--- src/rtl/status_register_stack.sv ---
// Processor status (flag) register with a per-bit write mask and a LIFO shadow stack
// for saving/restoring the flag word across calls and interrupts.
module status_register_stack #(
    parameter int FLAG_W = 4,
    parameter int DEPTH  = 4,
    localparam int CNT_W = $clog2(DEPTH + 1)
) (
    input  logic              clk,
    input  logic              rst_n,
    input  logic [FLAG_W-1:0] flags_in,
    input  logic [FLAG_W-1:0] flag_we,
    input  logic              push,
    input  logic              pop,
    input  logic              err_clr,
    output logic [FLAG_W-1:0] flags_out,
    output logic [CNT_W-1:0]  depth_cnt,
    output logic              full,
    output logic              empty,
    output logic              overflow,
    output logic              underflow
);

    logic [FLAG_W-1:0] flags_reg, flags_next;
    logic [CNT_W-1:0]  depth_reg, depth_next;
    logic              ovf_reg, ovf_next;
    logic              unf_reg, unf_next;

    logic              full_w, empty_w;
    logic              do_push, do_pop, do_xchg;
    logic              ovf_set, unf_set;
    logic [FLAG_W-1:0] masked_word;
    logic [FLAG_W-1:0] top_word;

    logic [DEPTH-1:0]             wr_en;
    logic [DEPTH-1:0]             top_sel;
    logic [DEPTH-1:0][FLAG_W-1:0] top_terms;

    assign full_w  = (depth_reg == CNT_W'(DEPTH));
    assign empty_w = (depth_reg == '0);

    // Exchange (push+pop) is only legal with something on the stack; a lone push
    // is refused when full, a lone pop when empty.
    assign do_push = push & ~pop & ~full_w;
    assign do_pop  = pop & ~push & ~empty_w;
    assign do_xchg = push & pop & ~empty_w;
    assign ovf_set = push & ~pop & full_w;
    assign unf_set = pop & empty_w;

    assign masked_word = (flags_reg & ~flag_we) | (flags_in & flag_we);

    // One register per stack slot; the occupancy count is the write pointer,
    // and the slot below it is the top.
    generate
        for (genvar gi = 0; gi < DEPTH; gi++) begin : g_entry
            logic [FLAG_W-1:0] entry_reg;

            assign wr_en[gi]   = (do_push && (depth_reg == CNT_W'(gi)))
                              || (do_xchg && (depth_reg == CNT_W'(gi + 1)));
            assign top_sel[gi] = (depth_reg == CNT_W'(gi + 1));
            assign top_terms[gi] = top_sel[gi] ? entry_reg : '0;

            always_ff @(posedge clk) begin
                if (wr_en[gi]) begin
                    entry_reg <= flags_reg;
                end
            end
        end
    endgenerate

    always_comb begin
        top_word = '0;
        for (int i = 0; i < DEPTH; i++) begin
            top_word = top_word | top_terms[i];
        end
    end

    always_comb begin
        flags_next = masked_word;
        depth_next = depth_reg;
        if (do_pop || do_xchg) begin
            flags_next = top_word;
        end
        if (do_push) begin
            depth_next = depth_reg + CNT_W'(1);
        end else if (do_pop) begin
            depth_next = depth_reg - CNT_W'(1);
        end
        // A fresh error wins over a simultaneous clear.
        ovf_next = ovf_set | (ovf_reg & ~err_clr);
        unf_next = unf_set | (unf_reg & ~err_clr);
    end

    always_ff @(posedge clk or negedge rst_n) begin
        if (!rst_n) begin
            flags_reg <= '0;
            depth_reg <= '0;
            ovf_reg   <= 1'b0;
            unf_reg   <= 1'b0;
        end else begin
            flags_reg <= flags_next;
            depth_reg <= depth_next;
            ovf_reg   <= ovf_next;
            unf_reg   <= unf_next;
        end
    end

    assign flags_out = flags_reg;
    assign depth_cnt = depth_reg;
    assign full      = full_w;
    assign empty     = empty_w;
    assign overflow  = ovf_reg;
    assign underflow = unf_reg;

endmodule

--- config.mk ---
export PLATFORM = sky130hd
export DESIGN_NAME = status_register_stack
export DESIGN_NICKNAME = d
export VERILOG_FILES = /design/src/rtl/status_register_stack.sv
export SDC_FILE = /design/constraint.sdc
export NUM_CORES = 1
export LEC_CHECK = 0
export BUFFER_PORTS_ARGS = -buffer_cell sky130_fd_sc_hd__clkbuf_2
export CORE_MARGIN = 4
export CORE_UTILIZATION = 48
export CTS_BUF_LIST = sky130_fd_sc_hd__clkbuf_16
export CTS_CLUSTER_SIZE = 12
export DETAILED_ROUTE_END_ITERATION = 10
export PLACE_DENSITY = 0.77
export REMOVE_ABC_BUFFERS = 1
export SKIP_CTS_REPAIR_TIMING = 1
export SYNTH_ARGS = -nofsm -noshare
export SYNTH_HDL_FRONTEND = slang
export SYNTH_SLANG_ARGS = --single-unit
--- constraint.sdc ---
create_clock -name clk -period 1.76 [get_ports clk]
set_input_delay 0.176 -clock clk [delete_from_list [all_inputs] [get_ports clk]]
set_output_delay 0.176 -clock clk [all_outputs]
set_load 0.03 [all_outputs]
=== Yosys cells after proc, flatten, opt, wreduce, memory -nomap -nowiden ===
Cells that the tools add are included.

* Add/subtract/negate cells: 2
* Equality and inequality tests: 4
* Mux-type cells: 7
* Bitwise gates (word level): 24
* Reduce and logical (&&, ||, !) cells: 15

{| class="wikitable"
|+ Operator list
! cell !! count
|-
| $mux W4 || 5
|-
| $or A4 B4 Y4 || 4
|-
| $and A1 B1 Y1 || 10
|-
| $and A4 B4 Y4 || 2
|-
| $logic_and A1 B1 Y1 || 8
|-
| $eq A3 B2 Y1 const B || 2
|-
| $mux W3 || 2
|-
| $logic_or A1 B1 Y1 || 5
|-
| $not A1 Y1 || 5
|-
| $not A4 Y4 || 1
|-
| $add A3 B1 Y3 const B || 1
|-
| $eq A3 B1 Y1 const B || 1
|-
| $eq A3 B3 Y1 const B || 1
|-
| $logic_not A3 Y1 || 1
|-
| $sub A3 B1 Y3 const B || 1
|-
| $or A1 B1 Y1 || 2
|-
| $reduce_bool A2 Y1 || 1
|}

* Register bits after elaboration: 25
* Input port bits: 13
* Output and inout bits: 11
* Logic and storage cells: 60

=== Logic depth before layout (Yosys ltp) ===
* Word-level depth: 6
* Depth in mapped cells: 7
* Gate-level depth less buffers: 6

=== Least setup slack after synthesis ===
OpenSTA, ideal clock, no wires.

* Kind: reg2reg
* Start: register depth_reg[0] (netlist: depth_cnt[0])
* End: register g_entry[3].entry_reg[0] (enable)
* Library setup time: 0.365 ns
* Arrival time: 1.771 ns
* Required time: 1.395 ns
* Setup slack: -0.376 ns
* Stages on the path, launching flop included: 8
* Path buffers: 1
* Period minus slack after synthesis: 2.136 ns
* Path through: dfrtp_1 -> inv_1 -> ha_1 -> buf_6 -> nand2_1 -> inv_1 -> nand2_1 -> a21boi_0

* Word-level cells in the longest chain between the ends: 5
* Elaborated cells between the ends (all ways): 10
* Those cells by class: eq/ne: 2; bitwise: 4; reduce/logical: 4

{| class="wikitable"
|+ Ends and longest elaborated chain
! item !! RTL line !! RTL
|-
| from (decl) || 24 || <nowiki>logic [CNT_W-1:0] depth_reg, depth_next;</nowiki>
|-
| from (signal assigned) || 101 || <nowiki>depth_reg <= depth_next;</nowiki>
|-
| $eq A3 B3 Y1 (*) || 38 || <nowiki>assign full_w = (depth_reg == CNT_W'(DEPTH));</nowiki>
|-
| via full || 17 || <nowiki>output logic full,</nowiki>
|-
| $not A1 Y1 || 43 || <nowiki>assign do_push = push & ~pop & ~full_w;</nowiki>
|-
| $and A1 B1 Y1 || 43 ||
|-
| $logic_and A1 B1 Y1 || 57 || <nowiki>assign wr_en[gi] = (do_push && (depth_reg == CNT_W'(gi)))</nowiki>
|-
| $logic_or A1 B1 Y1 (*) || 58 || <nowiki>|| (do_xchg && (depth_reg == CNT_W'(gi + 1)));</nowiki>
|-
| via wr_en[3] || 34 || <nowiki>logic [DEPTH-1:0] wr_en;</nowiki>
|-
| to (signal assigned) || 64 || <nowiki>entry_reg <= flags_reg;</nowiki>
|-
| to (decl) || 55 || <nowiki>logic [FLAG_W-1:0] entry_reg;</nowiki>
|}

The timed path passes the listed nets; every way through them passes the cells marked *.
A chain may end at the register's enable or synchronous reset.

=== Worst setup path in the final report ===
* Start: register depth_reg[1] (netlist: depth_cnt[1])
* End: output port empty

* Word-level cells in the longest chain between the ends: 1

{| class="wikitable"
|+ Ends and longest elaborated chain
! item !! RTL line !! RTL
|-
| $logic_not A3 Y1 || 39 || <nowiki>assign empty_w = (depth_reg == '0);</nowiki>
|-
| to (decl) || 18 || <nowiki>output logic empty,</nowiki>
|}

Every way passes these cells.

==> metrics.cfg <==
[place]
dpl.hpwl_mm = 2.10
io_buffers = 23
gp_congestion = 0.822
dp_cells = 165

[sta]
hold_slack_ns = 0.111
fmax_ghz = 0.591
clock_skew_ns = 0.00583
worst-slew-pin-transition_ns = 0.354
layout_min_cycle_time_ns = 1.69
finalHoldViolCount = 0
slew_headroom = 0.763
fin_crit_sh = 0.961
slew_violations = 0
setup_viol_count_final = 0

[global_route]
grt_pass1_vias = 966
grt_overflow = 0
grt_pass1_wl_mm = 4.42
grtUsageTotal = 0.178
grt_max_degree = 16
antenna_found_initial = 0

[layout]
multi_input_area_um2 = 505
drive_gt1_frac = 0.293
regArea_um2 = 706
filler_cell_count = 198
nets = 160
final_common_cell = clkbuf_2
final_cells = 170
mostFrequentLayoutCells = 23 x clkbuf_2, 16 x edfxtp_1, 10 x buf_4
synthToLayoutAreaGrowth_pct = 23.7
diodes = 0

[clock_network]
cts.path.max_buffers = 2
cts_sinks = 25
clkLatencyLatePin_ns = 0.26
clk_pin_slew_worst_paths_ns = 0.06
cts_tree = built
clockRootBuffer = clkbuf_16
h-tree-depth = 1
cts_buffers = 3

[setup_path]
required_ns = 1.58
worstPathMaxFanout = 9
path_class = flip-flop to output port
arrival_ns = 1.51
cp-start-kind = flip-flop
endpoint_kind = output port
ff2ff_path_depth = 4

[floorplanning]
core_area_um2 = 2500
start_util = 0.506
die-area_um2 = 3520
placement_rows = 18
die_y_um = 59.3
ios = 24
dieWidth_um = 59.3

[logic_synthesis]
synth-xor-area-share = 0.0138
synth_ff_type = edfxtp_1
synth-async-reset-ratio = 0.360
yosysUniqueCellTypes = 32
synth-edff-count = 16
ys_ff_latch = 25
ys_seq_area_frac = 0.558
synth-compound-area-share = 0.154
synth_simple_gate_area_frac = 0.129
synthMuxAreaShare = 0.0317
synth_top_family_by_area = compound AO/OA/AOI/OAI gates
postSynthAreaPerCell_um2 = 11.9
synth-adder-area-share = 0.0593
synth_cells = 106
yosysWarnings = 0
syn_area_um2 = 1260

[route]
dr.first_iter.drc_count = 45
wl_per_cell_um = 16.6
wl_mm = 2.83
drcViolationCount = 0
vias_per_cell = 5.70
dr.pass1.iters = 4
vias = 969
ant_nets = 0

[min_path]
whs_path_depth = 2
min_path_type = input port to flip-flop

[power_and_ir_drop]
p_leak_uw = 0.000666
power_density_nw_per_um2 = 1840
peakVddDrop_v = 0.00120
finalPower_uw = 2880

[job]
cap_violations = 0

[outcome]
status = completed

==> logic make-up after synthesis <==
| logic type | Yosys count |
|---|---|
| AOI/OAI and AO/OA | 29 |
| and+or+nand+nor | 27 |
| DFF | 25 |
| buffers and inverters | 13 |
| adders and majority gates | 6 |
| muxes | 4 |
| xor gates and xnor gates | 2 |
==> cell type report <==
class,instances,share of cell area
sequential,25,0.451
inverter,9,0.0216
clock inverter,1,0.00480
clock buffer,3,0.0480
timing repair buffer,34,0.128
multi-input combinational,68,0.323
tap,30,0.0240
==> where the power goes <==
| part | internal [uW] | switching [uW] | total [uW] |
|---|---|---|---|
| combinational | 570 | 815 | 1380 |
| clock | 309 | 201 | 510 |
| sequential | 851 | 135 | 986 |
==> critical path: stages (launching register included) <==
cell      delay [ns]
dfrtp_1         0.41
inv_1           0.16
ha_4            0.20
nand2b_1        0.08
buf_4           0.15
inv_1           0.05
clkbuf_2        0.19
==> routing by layer <==
metal  global-route usage  up-vias  wire [um]
met3               0.0479        8        194
li1                     -      459          -
met2                0.271       33       1410
met1                0.234      469       1160
met5                    0        -          0
met4               0.0874        0         65
==> cells in the mapped netlist (all sizes together), types with 2 or more instances <==
cell / number / area, um^2
o21ai: 6 / 30.0
nand3: 2 / 10.0
ha: 6 / 75.1
a32oi: 4 / 35.0
nand2b: 4 / 25.0
mux2i: 4 / 40.0
nor3b: 2 / 15.0
dfrtp: 9 / 225
a21oi: 6 / 30.0
buf: 4 / 35.0
a22o: 3 / 26.3
a31oi: 2 / 12.5
nand2: 6 / 22.5
nor2: 3 / 11.3
o22ai: 3 / 18.8
and3b: 2 / 17.5
xnor2: 2 / 17.5
nor2b: 5 / 38.8
inv: 8 / 30.0
edfxtp: 16 / 480
==> stage by stage <==
stage | setup WS, ns | setup TNS, ns | area, um^2 | utilization
6_report | 0.0694 | 0 | 1570 | 0.626
5_1_grt | -0.0200 | -0.0200 | 1570 | 0.626
4_1_cts | -0.0744 | -0.0961 | 1540 | 0.616
3_5_place_dp | 0.0125 | 0 | 1460 | 0.583
3_3_place_gp | 0.103 | 0 | 1460 | 0.583
2_1_floorplan | -0.428 | -2.06 | 1230 | -
==> path summary, 6_finish.rpt <==
path                         startpoint                 endpoint  slack [ns]
setup / recovery           depth_cnt[1]                    empty        0.07
min in group asynchronous         rst_n             depth_cnt[1]        0.33
max in group asynchronous         rst_n             depth_cnt[2]        1.22
setup reg to reg           depth_cnt[1]  g_entry[1].entry_reg[0]        0.13
hold reg to reg               underflow                underflow        0.53
hold / removal                  err_clr                 overflow        0.11
Note: power is estimated with default switching activity, not from simulation.
